$ cat config.mk
export PLATFORM = sky130hd
export DESIGN_NAME = ni_inject_arbiter
export DESIGN_NICKNAME = d
export VERILOG_FILES = /design/src/rtl/noc_pkg.sv /design/src/rtl/ni_credit_counter.sv /design/src/rtl/ni_inject_arbiter.sv
export SDC_FILE = /design/constraint.sdc
export NUM_CORES = 1
export LEC_CHECK = 0
export BUFFER_PORTS_ARGS = -buffer_cell sky130_fd_sc_hd__buf_2
export CAP_MARGIN = 20
export CORE_ASPECT_RATIO = 2
export CORE_MARGIN = 1
export CORE_UTILIZATION = 49
export CTS_CLUSTER_SIZE = 20
export DETAILED_ROUTE_END_ITERATION = 8
export GPL_TIMING_DRIVEN = 1
export PLACE_DENSITY = 0.86
export REMOVE_ABC_BUFFERS = 1
export SYNTH_ARGS = -nofsm -noshare
export SYNTH_HDL_FRONTEND = slang
export SYNTH_SLANG_ARGS = --single-unit
$ cat constraint.sdc
create_clock -name clk -period 7 [get_ports clk]
set_input_delay 0.7 -clock clk [delete_from_list [all_inputs] [get_ports clk]]
set_output_delay 0.7 -clock clk [all_outputs]
set_load 0.02 [all_outputs]
$ cat src/rtl/noc_pkg.sv
// -----------------------------------------------------------------------------
// noc_pkg
//   Shared NoC helpers for the tile injection path.
//   - flit field offsets: header bit, tail bit and VC field LSB. The flit is
//     {hdr, tail, vc[V-1:0], payload[Fpay-1:0]}, so the offsets depend on the
//     flit width or the payload width.
//   - clog2(): ceiling log2, usable in constant expressions.
//   - credit_width(): width of a counter that must hold 0..depth.
// -----------------------------------------------------------------------------
package noc_pkg;

    // The header flag is the flit MSB.
    function automatic int hdr_bit(input int fw);
        return fw - 1;
    endfunction

    // The tail flag sits just below the header flag.
    function automatic int tail_bit(input int fw);
        return fw - 2;
    endfunction

    // The one-hot VC field starts right above the payload.
    function automatic int vc_lsb(input int fpay);
        return fpay;
    endfunction

    function automatic int clog2(input int value);
        int result;
        int rem;
        result = 0;
        rem    = value - 1;
        for (int i = 0; i < 32; i++) begin
            if (rem > 0) begin
                result = result + 1;
                rem    = rem >> 1;
            end
        end
        return result;
    endfunction

    // The counter holds 0..depth inclusive, and it is never narrower than 1 bit.
    function automatic int credit_width(input int depth);
        return (clog2(depth + 1) < 1) ? 1 : clog2(depth + 1);
    endfunction

endpackage

$ cat src/rtl/ni_credit_counter.sv
// -----------------------------------------------------------------------------
// ni_credit_counter
//   Downstream credit tracker for one virtual channel. The counter starts full
//   at B, drops on each flit sent, and rises on each credit returned. When a
//   send and a return happen in the same cycle, the count does not change.
//   A return that reaches a full counter is dropped. It is flagged on overflow
//   for that cycle only, and the parent keeps the sticky copy.
//
// Ports
//   clk       in   NoC clock
//   reset     in   asynchronous active-high reset (count returns to B)
//   dec       in   a flit was sent on this VC this cycle
//   inc       in   a credit was returned for this VC this cycle
//   nonzero   out  at least one credit is available
//   overflow  out  a return was dropped because the counter was full (1 cycle)
// -----------------------------------------------------------------------------
module ni_credit_counter
    import noc_pkg::*;
#(
    parameter int B  = 4,
    parameter int CW = credit_width(B)
)
(
    input  logic clk,
    input  logic reset,
    input  logic dec,
    input  logic inc,
    output logic nonzero,
    output logic overflow
);

    localparam logic [CW-1:0] FULL = CW'(B);
    localparam logic [CW-1:0] ONE  = CW'(1);

    logic [CW-1:0] count_q;
    logic [CW-1:0] count_d;

    always_comb begin
        count_d  = count_q;
        overflow = 1'b0;
        if (dec && !inc) begin
            // The parent gates sends with nonzero, so this never underflows.
            count_d = count_q - ONE;
        end else if (inc && !dec) begin
            if (count_q == FULL) begin
                overflow = 1'b1;
            end else begin
                count_d = count_q + ONE;
            end
        end
    end

    always_ff @(posedge clk or posedge reset) begin
        if (reset) begin
            count_q <= FULL;
        end else begin
            count_q <= count_d;
        end
    end

    assign nonzero = (count_q != '0);

endmodule

$ cat src/rtl/ni_inject_arbiter.sv
// -----------------------------------------------------------------------------
// ni_inject_arbiter
//   This block shares the single NoC injection port of a tile among N local
//   requesters.
//   - Arbitration is round-robin and happens per packet. A header flit wins
//     the grant in IDLE. The grant is then held in LOCK until the tail flit is
//     accepted.
//   - A flit is accepted only when the locked VC holds a downstream credit.
//   - Accepted flits are registered onto flit_out, with one cycle of latency.
//     The flit's VC field is replaced by the VC latched from the header.
//
// Ports
//   clk          in   NoC clock
//   reset        in   asynchronous active-high reset
//   req_flit     in   N*Fw   flit of requester i at [(i+1)*Fw-1 : i*Fw]
//   req_valid    in   N      requester i presents a flit
//   req_ready    out  N      flit of requester i is accepted this cycle
//   flit_out     out  Fw     registered flit to the router local port
//   flit_out_wr  out  1      flit_out is valid this cycle (1-cycle pulse)
//   credit_in    in   V      one credit returned per asserted bit
//   busy         out  1      a packet grant is held
//   credit_err   out  1      sticky: a credit was returned to a full counter
// -----------------------------------------------------------------------------
module ni_inject_arbiter
    import noc_pkg::*;
#(
    parameter int N    = 3,
    parameter int V    = 2,
    parameter int B    = 4,
    parameter int Fpay = 32,
    parameter int Fw   = 2 + V + Fpay
)
(
    input  logic            clk,
    input  logic            reset,
    input  logic [N*Fw-1:0] req_flit,
    input  logic [N-1:0]    req_valid,
    output logic [N-1:0]    req_ready,
    output logic [Fw-1:0]   flit_out,
    output logic            flit_out_wr,
    input  logic [V-1:0]    credit_in,
    output logic            busy,
    output logic            credit_err
);

    localparam int PW   = (clog2(N) < 1) ? 1 : clog2(N);
    localparam int CW   = credit_width(B);
    localparam int HDR  = hdr_bit(Fw);
    localparam int TAIL = tail_bit(Fw);
    localparam int VCL  = vc_lsb(Fpay);

    localparam logic [0:0] ST_IDLE = 1'b0;
    localparam logic [0:0] ST_LOCK = 1'b1;

    logic [0:0]    state_q,       state_d;
    logic [PW-1:0] rr_ptr_q,      rr_ptr_d;
    logic [PW-1:0] gnt_q,         gnt_d;
    logic [V-1:0]  lvc_q,         lvc_d;        // always one-hot once granted
    logic          busy_q,        busy_d;
    logic [Fw-1:0] flit_out_q,    flit_out_d;
    logic          flit_out_wr_q, flit_out_wr_d;
    logic          credit_err_q,  credit_err_d;

    logic [Fw-1:0] flit_arr [N];
    logic [N-1:0]  cand;
    logic [V-1:0]  credit_nz;
    logic [V-1:0]  credit_dec;
    logic [V-1:0]  credit_ovf;

    // Unpack the requester flits. Only a valid flit that carries a header
    // can start a packet.
    generate
        for (genvar gi = 0; gi < N; gi++) begin : g_req
            assign flit_arr[gi] = req_flit[gi*Fw +: Fw];
            assign cand[gi]     = req_valid[gi] & req_flit[gi*Fw + HDR];
        end
    endgenerate

    generate
        for (genvar gi = 0; gi < V; gi++) begin : g_vc
            ni_credit_counter #(
                .B  (B),
                .CW (CW)
            ) u_credit (
                .clk      (clk),
                .reset    (reset),
                .dec      (credit_dec[gi]),
                .inc      (credit_in[gi]),
                .nonzero  (credit_nz[gi]),
                .overflow (credit_ovf[gi])
            );
        end
    endgenerate

    // Round-robin pick: the first candidate at or after rr_ptr, wrapping mod N.
    logic          win_found;
    logic [PW-1:0] win_idx;

    always_comb begin
        int unsigned idx;
        idx       = 0;
        win_found = 1'b0;
        win_idx   = '0;
        for (int k = 0; k < N; k++) begin
            idx = (32'(rr_ptr_q) + 32'(k)) % 32'(N);
            if (!win_found && cand[idx[PW-1:0]]) begin
                win_found = 1'b1;
                win_idx   = idx[PW-1:0];
            end
        end
    end

    // Reduce the header's VC field to one hot bit: keep the lowest set bit,
    // and use VC 0 when the field is empty.
    logic [V-1:0] win_vc_raw;
    logic [V-1:0] win_vc_low;
    logic [V-1:0] win_vc_onehot;

    assign win_vc_raw    = flit_arr[win_idx][VCL +: V];
    assign win_vc_low    = win_vc_raw & (~win_vc_raw + V'(1));
    assign win_vc_onehot = (win_vc_raw == '0) ? V'(1) : win_vc_low;

    logic [Fw-1:0] cur_flit;
    logic          accept;
    logic [PW-1:0] gnt_next;

    assign cur_flit = flit_arr[gnt_q];
    assign accept   = (state_q == ST_LOCK) && req_valid[gnt_q] && ((credit_nz & lvc_q) != '0);
    assign gnt_next = (gnt_q == PW'(N - 1)) ? '0 : gnt_q + PW'(1);

    always_comb begin
        req_ready = '0;
        if (accept) begin
            req_ready[gnt_q] = 1'b1;
        end
    end

    always_comb begin
        state_d       = state_q;
        rr_ptr_d      = rr_ptr_q;
        gnt_d         = gnt_q;
        lvc_d         = lvc_q;
        busy_d        = busy_q;
        flit_out_d    = flit_out_q;
        flit_out_wr_d = 1'b0;
        credit_dec    = '0;
        credit_err_d  = credit_err_q | (credit_ovf != '0);

        case (state_q)
            ST_IDLE: begin
                // The grant cycle itself accepts nothing. This is the one
                // bubble between packets.
                if (win_found) begin
                    gnt_d   = win_idx;
                    lvc_d   = win_vc_onehot;
                    busy_d  = 1'b1;
                    state_d = ST_LOCK;
                end
            end
            ST_LOCK: begin
                if (accept) begin
                    flit_out_d             = cur_flit;
                    flit_out_d[VCL +: V]   = lvc_q;
                    flit_out_wr_d          = 1'b1;
                    credit_dec             = lvc_q;
                    // A header seen after the first flit is passed through as
                    // data. Only the tail flag ends the grant.
                    if (cur_flit[TAIL]) begin
                        state_d  = ST_IDLE;
                        busy_d   = 1'b0;
                        rr_ptr_d = gnt_next;
                    end
                end
            end
            default: begin
                state_d = ST_IDLE;
            end
        endcase
    end

    always_ff @(posedge clk or posedge reset) begin
        if (reset) begin
            state_q       <= ST_IDLE;
            rr_ptr_q      <= '0;
            gnt_q         <= '0;
            lvc_q         <= '0;
            busy_q        <= 1'b0;
            flit_out_q    <= '0;
            flit_out_wr_q <= 1'b0;
            credit_err_q  <= 1'b0;
        end else begin
            state_q       <= state_d;
            rr_ptr_q      <= rr_ptr_d;
            gnt_q         <= gnt_d;
            lvc_q         <= lvc_d;
            busy_q        <= busy_d;
            flit_out_q    <= flit_out_d;
            flit_out_wr_q <= flit_out_wr_d;
            credit_err_q  <= credit_err_d;
        end
    end

    assign flit_out    = flit_out_q;
    assign flit_out_wr = flit_out_wr_q;
    assign busy        = busy_q;
    assign credit_err  = credit_err_q;

endmodule

Yosys cells after proc, flatten, opt, wreduce, memory -nomap -nowiden
Index checks and enable logic that the tools add are counted.
Widths: inputs -> output; s select.
{"block": "classes", "addsub": 8, "mul": 0, "div": 3, "magnitude_cmp": 7, "eq_ne": 8, "n_shift": 0, "muxes": 49, "bitwise_logic": 10, "reduce_logical": 28}
{"op": "$bmux 36 s2", "count": 2}
{"op": "$mux 36", "count": 2}
{"op": "$mux 34", "count": 2}
{"op": "$mod 32x2->32 const B", "count": 2}
{"op": "$mod 2x2->32 const B", "count": 1}
{"op": "$mux 1", "count": 22}
{"op": "$mux 3", "count": 7}
{"op": "$mux 2", "count": 7}
{"op": "$lt 2x3->1 const B", "count": 4}
{"op": "$logic_and 1x1->1", "count": 9}
{"op": "$bmux 1 s2", "count": 4}
{"op": "$ne 2x1->1 const B", "count": 4}
{"op": "$reduce_and 2->1", "count": 4}
{"op": "$reduce_bool 2->1", "count": 4}
{"op": "$add 3x1->3 const B", "count": 2}
{"op": "$eq 3x3->1 const B", "count": 2}
{"op": "$ge 3x3->1 const B", "count": 2}
{"op": "$logic_not 1->1", "count": 6}
{"op": "$not 2->3", "count": 2}
{"op": "$reduce_and 3->1", "count": 2}
{"op": "$reduce_bool 3->1", "count": 2}
{"op": "$sub 3x1->3 const B", "count": 2}
{"op": "$add 2x1->2 const B", "count": 2}
{"op": "$and 2x2->2", "count": 2}
{"op": "other kinds (12)", "count": 15}
{"block": "totals", "reg_bits": 52, "latch_bits": 0, "mem_bits_rw": 0, "rom_bits": 0, "wordCells": 123, "n_memories": 0}

Longest topological paths before layout
Gate-level depths: netlist of the first run.
{"block": "depth", "ltp_word": 18, "mapped_depth": 13, "depth_no_buf": 12}

Cells and area by module
From an unflattened synthesis of the first run, not the netlist that was laid out.
{"block": "unflattened", "cells_unflattened": 368, "hier_area_um2": 3279.4}
{"mod": "ni_inject_arbiter", "n_inst": 1, "cells_each": 312, "area_per_inst_um2": 2756.4, "seq_area_each_um2": 1151.1}
{"mod": "ni_credit_counter", "n_inst": 2, "cells_each": 28, "area_per_inst_um2": 261.5, "seq_area_each_um2": 76.3}

Least setup slack after synthesis of the first run
OpenSTA, ideal clock, no wires.
{"block": "synth_path", "kind": "input -> output", "startpoint": "input req_valid[1]", "endpoint": "output req_ready[0]", "arrival_ns": 1.814, "t_required_ns": 6.300, "setup_slack_ns": 4.486, "cell_stages": 6, "cell_sequence": "nor2b_1 -> o21ai_0 -> a221oi_1 -> buf_2 -> buf_2 -> and2_1"}
{"block": "synth_between", "elab_chain_cells": 5}
{"item": "from (decl)", "line": "ni_inject_arbiter.sv:37", "text": "input logic [N-1:0] req_valid,"}
{"item": "$bmux 1 s2", "line": "ni_inject_arbiter.sv:128", "text": "assign accept = (state_q == ST_LOCK) && req_valid[gnt_q] && ((credit_nz & lvc_q) != '0);"}
{"item": "$mux 1 (not written as such)", "line": "ni_inject_arbiter.sv:128"}
{"item": "$logic_and 1x1->1 (2 in series)", "line": "ni_inject_arbiter.sv:128"}
{"item": "$mux 3", "line": "ni_inject_arbiter.sv:133", "text": "if (accept) begin"}
{"item": "to (decl)", "line": "ni_inject_arbiter.sv:38", "text": "output logic [N-1:0] req_ready,"}
Every way passes these cells. The select of a mux whose other input is x is not followed.

Final worst setup path of the first run
{"block": "layout_path", "startpoint": "register gnt_q[1]", "endpoint": "register g_vc[1].u_credit.count_q[2]"}
{"block": "layout_between", "elab_chain_cells": 10, "elab_cells_between_ends": 13, "cone_classes": "eq/ne (1); mux (5); reduce/logical (7)"}
{"item": "from (decl)", "line": "ni_inject_arbiter.sv:57", "text": "logic [PW-1:0] gnt_q, gnt_d;"}
{"item": "from (signal assigned)", "line": "ni_inject_arbiter.sv:194", "text": "gnt_q <= gnt_d;"}
{"item": "$bmux 1 s2 (*)", "line": "ni_inject_arbiter.sv:128"}
{"item": "$mux 1 (not written as such) (*)", "line": "ni_inject_arbiter.sv:128"}
{"item": "$logic_and 1x1->1 (*) (2 in series)", "line": "ni_inject_arbiter.sv:128"}
{"item": "$mux 2 (*)", "line": "ni_inject_arbiter.sv:161", "text": "if (accept) begin"}
{"item": "$mux 2 (*)", "line": "ni_inject_arbiter.sv:149", "text": "case (state_q)"}
{"item": "$logic_not 1->1", "line": "ni_credit_counter.sv:44", "text": "end else if (inc && !dec) begin"}
{"item": "$logic_and 1x1->1", "line": "ni_credit_counter.sv:44"}
{"item": "$reduce_bool 2->1 (no source line)"}
{"item": "$reduce_and 2->1 (no source line)"}
{"item": "to (signal assigned)", "line": "ni_credit_counter.sv:57", "text": "count_q <= count_d;"}
{"item": "to (decl)", "line": "ni_credit_counter.sv:35", "text": "logic [CW-1:0] count_q;"}
Every way passes the cells marked *; elsewhere a longest branch is shown, timed or not. The select of a mux whose other input is x is not followed.
A chain may end at the register's enable or synchronous reset.

==> results_dict.tcl, run 1 <==
set metrics [dict create \
    outcome "finished, violations left" \
    failed_checks "DRC" \
    path_max_fanout 41 \
    async_flop_share_pct 100.0 \
    hold_buffers 0 \
    vdd_ir_drop_max_mv 0.2578 \
    wl_um 7965 \
    tightest_slew_ns 0.6639 \
    worstSetupPathType "reg2reg" \
    cap_violations 0 \
    clk_pin_slew_ns 0.06 \
    start_kind "register" \
    grt_max_degree 53 \
    cts-resized-gates 0 \
    ys_ff_latch 52 \
    synth-edff-count 0 \
    die_height_um 113.5 \
    synth_xor_area_share_pct 1.149 \
    diodes 0 \
    postRouteAntennaNets 0 \
    synth_compound_area_share_pct 20.20 \
    grt_setup_unrepaired "no" \
    nets 615 \
    firstDrtPassIters 7 \
    slew_headroom_pct 55.74 \
    clockBufferDepth 2 \
    cellPowerDensity_nw_per_um2 472.3 \
    period_share_pct 47.20 \
    core_area_um2 6006 \
    drive_gt1_share_pct 37.47 \
    synth_top_area_share_pct 41.05 \
    tns_ns 0 \
    drcViolationCount 12 \
    rows 40 \
    grt_pass1_wl_um 12680 \
    fin_crit_ns 3.304 \
    grt_overflow 0 \
    synthToLayoutAreaGrowth_pct 32.10 \
    initial_core_util_pct 50.75 \
    place.gp.congestion 0.9161 \
    leakage_nw 1.968 \
    place_hpwl_um 6084 \
    drt_iter0_drc 164 \
    final_util_pct 67.04 \
    hold_class "reg2reg" \
    syn_avg_cell_area_um2 8.912 \
    synth_cell_types 42 \
    hold_violations 0 \
    clkLatencyLatePin_ns 0.29 \
    fillCellCount 498 \
    ys_seq_area_share_pct 42.78 \
    critPathCaptureType "register" \
    synth_top_family_by_area "compound AO/OA/AOI/OAI gates" \
    num_vias 3012 \
    cts_sinks 52 \
    synthFlopType "dfrtp_1" \
    track_usage_pct 25.29 \
    synth_top_area_cell "dfrtp_1" \
    arrival_ns 3.53 \
    cp.required_ns 7.22 \
    finalMaxSlewViolations 0 \
    cts_tree "yes" \
    netlist_top_cells_area "dfrtp_1, mux2i_1, a21oi_1" \
    numCtsBuffers 5 \
    port_buffers 156 \
    skew_ns 0.004147 \
    die_w_um 57.77 \
    dieArea_um2 6559 \
    synthMuxAreaShare_pct 12.60 \
    h-tree-depth 2 \
    synth_fa_ha_area_share_pct 4.475 \
    pin_count 157 \
    synth.cell_area_um2 3048 \
    final_area_um2 4026 \
    final-setup-viol-count 0 \
    grt_pass1_vias 2924 \
    post_drt_wl_per_cell_um 14.38 \
    ys_warn_count 0 \
    place_area_um2 3877 \
    root_buffer "clkbuf_16" \
    netlist_instances 342 \
    placedCellCount 546 \
    fin_cells 554 \
    yosys.area_share.simple_pct 13.92 \
    antenna_found_initial 0 \
    post_drt_via_cell_ratio 5.437 \
    clock.fmax_mhz 302.6 \
    post-cts-setup-buffers 0 \
]
logic make-up after synthesis:
logic type | after synthesis
compound gates | 101
xor+xnor | 4
fa+ha+maj | 11
buf+inv | 35
flops | 52
mux | 38
simple gates | 101
cells in the mapped netlist, drive strengths merged, types with 3 or more instances:
cell / count
inv: 14
o21ai: 7
buf: 16
ha: 10
nand2: 9
o21a: 5
and2: 4
dfrtp: 50
mux2: 3
a21oi: 68
clkbuf: 5
nor2b: 3
mux2i: 35
nor2: 76
xor2: 4
metal layers:
layer / share of wire, % / GRT usage [%] / vias up
met2: 55 / 49.07 / 124
li1: - / - / 1487
met4: 4.1 / 14.60 / 0
met3: 5.6 / 2.948 / 28
met5: 0 / 0 / -
met1: 35 / 24.38 / 1373
layout by cell type, fill, tap and decap left out, types with 2 or more instances in the layout:
| cell | count |
|---|---|
| a211o_1 | 2 |
| nand2_1 | 9 |
| nor3_1 | 2 |
| o21ai_0 | 7 |
| inv_1 | 13 |
| dfstp_2 | 2 |
| nor2_1 | 76 |
| buf_2 | 156 |
| o31ai_1 | 2 |
| clkbuf_16 | 5 |
| buf_4 | 6 |
| a21oi_1 | 68 |
| and2_1 | 4 |
| clkinv_2 | 2 |
| o21a_1 | 5 |
| mux2_2 | 3 |
| mux2i_1 | 35 |
| nor2b_1 | 2 |
| o22a_1 | 2 |
| o311ai_0 | 2 |
| dfrtp_1 | 49 |
| xor2_1 | 4 |
| ha_1 | 10 |
| a211oi_1 | 2 |
worst paths after layout:
| check | slack, ns | from | endpoint | depth (start not counted) |
|---|---|---|---|---|
| max in group asynchronous | 5.94 | reset | gnt_q[1] | 3 |
| setup / recovery | 3.70 | gnt_q[1] | g_vc[1].u_credit.count_q[2] | 13 |
| hold / removal | 0.47 | credit_err | credit_err | 2 |
| hold reg to reg | 0.47 | credit_err | credit_err | 2 |
| setup reg to reg | 3.70 | gnt_q[1] | g_vc[1].u_credit.count_q[2] | 13 |
| min in group asynchronous | 0.58 | reset | flit_out[7] | 3 |
state kept, by name, summed over array words and instances (netlist names):
name / count
flit_out: 36
g_vc.u_credit.count_q: 6
gnt_q: 2
lvc_q: 2
rr_ptr_q: 2
busy: 1
credit_err: 1
flit_out_wr: 1
state_q: 1
report_power, final:
| group | leakage (nW) | switching (mW) | internal [mW] |
|---|---|---|---|
| registers | 0.588 | 0.0939 | 0.459 |
| clock network | 0.0766 | 0.105 | 0.141 |
| logic | 1.30 | 0.680 | 0.423 |
| total | 1.97 | 0.879 | 1.02 |
worst max-delay path, cell delays in order (launching register included):
cell	delay, ns
dfrtp_2	0.35
buf_4	0.52
mux2i_1	0.23
a221oi_4	0.34
buf_4	0.38
and2_1	0.24
ha_1	0.22
xor2_1	0.19
ha_1	0.18
a21oi_1	0.05
xor2_1	0.14
nor2_1	0.11
o311ai_0	0.14
o21a_1	0.13
final cells by class:
type                       count  area [um2]  share of cell area [%]
clock buffer                   6       138.9                   3.449
clock inverter                 2       10.01                  0.2486
tap                           63       78.83                   1.958
inverter                      14       52.55                   1.305
multi-input combinational    255        1615                   40.12
sequential                    52        1305                   32.41
timing repair buffer         162       825.8                   20.51
through the flow:
step                power (mW)  hold slack (ns)  setup slack [ns]
floorplan                1.343           0.4802           -0.2308
global placement         1.617           0.4616             3.831
detailed placement       1.669           0.4606             3.635
CTS                      1.921           0.4821             3.620
global route             2.069           0.5164             3.391
finish                   1.902           0.4740             3.696
No activity file was read; power rests on OpenSTA's default activity.
==> inputs of run 2 (changes only) <==
CORE_UTILIZATION = 41   (was 49)
PLACE_DENSITY = 0.76   (was 0.86)
clock period = 2.7 ns   (was 7 ns; I/O delays follow)
==> results_dict.tcl, run 2 (same netlist as run 1, synthesis figures left out) <==
set metrics [dict create \
    postRouteAntennaNets 0 \
    start_kind "register" \
    antenna_found_initial 0 \
    num_vias 2960 \
    h-tree-depth 2 \
    grt_max_degree 67 \
    initial_core_util_pct 42.26 \
    path_max_fanout 7 \
    clkLatencyLatePin_ns 0.29 \
    grt_pass1_wl_um 12250 \
    clockBufferDepth 2 \
    drive_gt1_share_pct 37.93 \
    root_buffer "clkbuf_16" \
    rows 44 \
    arrival_ns 2.82 \
    r2r_start "g_vc[0].u_credit.count_q[1]" \
    multi_input_area_um2 1623 \
    seq_area_um2 1305 \
    diodes 0 \
    cts_sinks 52 \
    wl_um 8071 \
    final-setup-viol-count 0 \
    tightest_slew_ns 0.6402 \
    hold_violations 0 \
    finalPower_mw 5.042 \
    core_area_um2 7212 \
    clk_pin_slew_ns 0.07 \
    hold_slack_ns 0.1476 \
    numCtsBuffers 5 \
    final_area_um2 4100 \
    skew_ns 0.006553 \
    leakage_nw 1.985 \
    cts_tree "yes" \
    clock.fmax_mhz 384.1 \
    track_usage_pct 20.40 \
    cellPowerDensity_nw_per_um2 1230 \
    r2r_slack_ns 0.1 \
    cp.required_ns 2.92 \
    synthToLayoutAreaGrowth_pct 34.52 \
    place_area_um2 3929 \
    grt_overflow 0 \
    post_drt_via_cell_ratio 5.060 \
    worstSetupPathType "reg2reg" \
    place.gp.congestion 0.8604 \
    pin_count 157 \
    port_buffers 156 \
    die_height_um 123.9 \
    hold_class "in2async" \
    place_ws_ns 0.08329 \
    place_hpwl_um 6202 \
    drcViolationCount 0 \
    outcome "complete, no violations" \
    layout_setup_ws_ns 0.09647 \
    die_w_um 62.97 \
    dieArea_um2 7804 \
    grt_setup_unrepaired "no" \
    critPathCaptureType "register" \
    fin_crit_ns 2.604 \
    final_cell_mix "buf_2, nor2_1, a21oi_1" \
    post_drt_wl_per_cell_um 13.80 \
    period_share_pct 96.43 \
    vdd_ir_drop_max_mv 0.7117 \
    firstDrtPassIters 6 \
    drt_iter0_drc 77 \
    finalMaxSlewViolations 0 \
    grt_pass1_vias 2778 \
    layout_commonest_cell "buf_2" \
    slew_headroom_pct 57.32 \
    nets 617 \
    cap_violations 0 \
    r2r_end "g_vc[0].u_credit.count_q[2]" \
    hold_buffers 0 \
    fillCellCount 672 \
    largest_reg_flops 36 \
    ff2ff_path_depth 11 \
]
## run 2: what timing repair did
item                       CTS  global route
resized for setup            0             2
setup buffers                0             0
setup endpoints to repair    0             1
## run 2: area by class of cell
| class | instances | area share [%] |
|---|---|---|
| Multi-Input combinational cell | 255 | 39.58 |
| Sequential cell | 52 | 31.83 |
| Timing Repair Buffer | 164 | 20.51 |
| Clock buffer | 6 | 3.143 |
| Tap cell | 92 | 2.807 |
| Inverter | 14 | 1.282 |
| Clock inverter | 2 | 0.8544 |
## run 2: metrics by stage
stage | utilization (%) | instances | setup TNS [ns]
after global placement | 54.48 | 577 | 0
final | 56.85 | 585 | 0
after floorplan | - | 321 | -184.27
after detailed placement | 54.48 | 577 | 0
after CTS | 56.75 | 585 | 0
after global routing | 56.85 | 585 | 0
## run 2: power by group
group | total (mW) | switching [mW] | leakage (nW) | internal, mW
Combinational | 2.87 | 1.75 | 1.32 | 1.12
Sequential | 1.47 | 0.277 | 0.588 | 1.19
Clock | 0.705 | 0.269 | 0.0808 | 0.436
Total | 5.04 | 2.30 | 1.99 | 2.75
## run 2: critical path, stage by stage (launching register included)
cell	delay [ns]
dfrtp_1	0.45
o31ai_1	0.42
a221oi_4	0.13
and2_4	0.19
ha_1	0.21
xor2_1	0.15
ha_1	0.19
a21oi_1	0.17
xor2_1	0.09
nor2_1	0.16
o311ai_0	0.21
o21a_1	0.16
## run 2: worst max path at each step
stage               depth (start not counted)                          end  slack [ns]                         from
detailed placement                         11  g_vc[0].u_credit.count_q[2]        0.08  g_vc[1].u_credit.count_q[0]
floorplan                                  11  g_vc[0].u_credit.count_q[2]       -4.53                     gnt_q[1]
global placement                           11  g_vc[0].u_credit.count_q[2]        0.29  g_vc[1].u_credit.count_q[0]
CTS                                        11  g_vc[0].u_credit.count_q[2]        0.05  g_vc[1].u_credit.count_q[0]
global route                               12  g_vc[0].u_credit.count_q[2]       0.006                     gnt_q[1]
finish                                     11  g_vc[0].u_credit.count_q[2]         0.1  g_vc[0].u_credit.count_q[1]
## run 2: layer usage
metal,GRT usage [%],wire length (um),vias to the layer above
met2,38.24,4500,96
met3,4.304,385,13
met4,10.90,221,0
li1,-,-,1486
met5,0,0,-
met1,20.69,2963,1365
==> inputs of run 3 (changes only) <==
GPL_TIMING_DRIVEN = 0   (was 1)
==> results_dict.tcl, run 3 (same netlist as run 1, synthesis figures left out) <==
set metrics [dict create \
    outcome "complete, no violations" \
    clk_pin_slew_ns 0.07 \
    cp.required_ns 2.92 \
    drt_iter0_drc 79 \
    postRouteAntennaNets 0 \
    clkLatencyLatePin_ns 0.29 \
    cts_sinks 52 \
    initial_core_util_pct 42.26 \
    placedCellCount 575 \
    worstSetupPathType "reg2reg" \
    place.gp.congestion 0.8237 \
    wl_um 8774 \
    root_buffer "clkbuf_16" \
    fillCellCount 665 \
    final-setup-viol-count 0 \
    finalPower_mw 5.339 \
    rows 44 \
    grt_pass1_wl_um 13280 \
    hold_class "in2async" \
    antenna_found_initial 0 \
    final_cell_mix "buf_2, nor2_1, a21oi_1" \
    fin_crit_ns 2.581 \
    vdd_ir_drop_max_mv 0.7825 \
    period_share_pct 95.61 \
    hold_buffers 0 \
    port_buffers 156 \
    post_drt_wl_per_cell_um 14.75 \
    grt_pass1_vias 2871 \
    slew_headroom_pct 46.49 \
    h-tree-depth 2 \
    cts_tree "yes" \
    hold_violations 0 \
    clockBufferDepth 2 \
    die_w_um 62.97 \
    cap_violations 0 \
    seq_area_um2 1311 \
    dieArea_um2 7804 \
    clock.fmax_mhz 387.4 \
    core_area_um2 7212 \
    pin_count 157 \
    cellPowerDensity_nw_per_um2 1243 \
    multi_input_area_um2 1685 \
    synthToLayoutAreaGrowth_pct 40.93 \
    post_drt_via_cell_ratio 5.217 \
    die_height_um 123.9 \
    nets 627 \
    path_max_fanout 5 \
    leakage_nw 2.045 \
    layout_commonest_cell "buf_2" \
    grt_max_degree 35 \
    drive_gt1_share_pct 41.35 \
    largest_reg_flops 36 \
    skew_ns 0.003888 \
    critPathCaptureType "register" \
    num_vias 3104 \
    drcViolationCount 0 \
    finalMaxSlewViolations 0 \
    fin_cells 595 \
    firstDrtPassIters 5 \
    start_kind "register" \
    track_usage_pct 21.64 \
    arrival_ns 2.80 \
    diodes 0 \
    place_hpwl_um 6364 \
    grt_overflow 0 \
    tightest_slew_ns 0.7990 \
    numCtsBuffers 5 \
    hold_slack_ns 0.04510 \
]
-- run 3: cell count changes in the layout (fill, tap and decap cells not counted), sizes merged --
cell      change
buf           +8
clkbuf        +2
bufinv        -1
clkinvlp      +1
inv           -1
a221oi        +1
-- run 3: critical path, stage by stage (launching register included) --
cell and delay [ns]:
dfstp_2 0.56, o31ai_4 0.11, a221oi_4 0.34, clkbuf_16 0.21, and2_4 0.15, ha_2 0.21
xor2_2 0.15, ha_1 0.16, a21oi_1 0.05, xor2_1 0.15, nor2_1 0.14, o311ai_0 0.15
o21a_1 0.13
-- run 3: final cells by class --
type / count / share of cell area [%]
multi-input combinational: 256 / 39.24
sequential: 52 / 30.53
timing repair buffer: 173 / 23.04
clock buffer: 7 / 3.088
tap: 92 / 2.680
inverter: 14 / 1.311
clock inverter: 1 / 0.1165
-- run 3: per-stage QoR --
| step | cell area [um2] | worst slack (ns) | setup TNS [ns] | util, % |
|---|---|---|---|---|
| detailed placement | 3994 | -0.9955 | -5.364 | 55.38 |
| global route | 4295 | -0.007768 | -0.007768 | 59.56 |
| global placement | 3847 | -7.151 | -294.56 | 53.35 |
| finish | 4295 | 0.1186 | 0 | 59.56 |
| CTS | 4219 | 0.01668 | 0 | 58.50 |
| floorplan | 2952 | -4.531 | -184.27 | - |
-- run 3: routing by layer --
metal / global-route usage [%] / up-vias / routed length, um
met4: 8.866 / 0 / 272
li1: - / 1510 / -
met1: 23.47 / 1460 / 3247
met5: 0 / - / 0
met3: 3.205 / 19 / 369
met2: 41.06 / 115 / 4885
-- run 3: power by group --
| part | internal [mW] | total (mW) | switching (mW) |
|---|---|---|---|
| registers | 1.20 | 1.48 | 0.284 |
| clock network | 0.343 | 0.618 | 0.274 |
| logic | 1.35 | 3.24 | 1.89 |
| total | 2.89 | 5.34 | 2.45 |
-- run 3: final timing paths --
kind | startpoint | end | slack, ns | depth (start not counted)
max in group asynchronous | reset | flit_out[11] | 2.10 | 3
min reg2reg | credit_err | credit_err | 0.48 | 2
max | g_vc[1].u_credit.count_q[2] | g_vc[1].u_credit.count_q[2] | 0.12 | 12
min in group clk | req_flit[57] | flit_out[21] | 0.27 | 3
max reg2reg | g_vc[1].u_credit.count_q[2] | g_vc[1].u_credit.count_q[2] | 0.12 | 12
min | reset | flit_out[14] | 0.05 | 2
-- run 3: what timing repair did --
| item | CTS | global route |
|---|---|---|
| resized for setup | 10 | 9 |
| setup buffers | 4 | 6 |
| setup endpoints to repair | 17 | 2 |
| gates cloned | 1 | 1 |
| pin swaps | 1 | 4 |
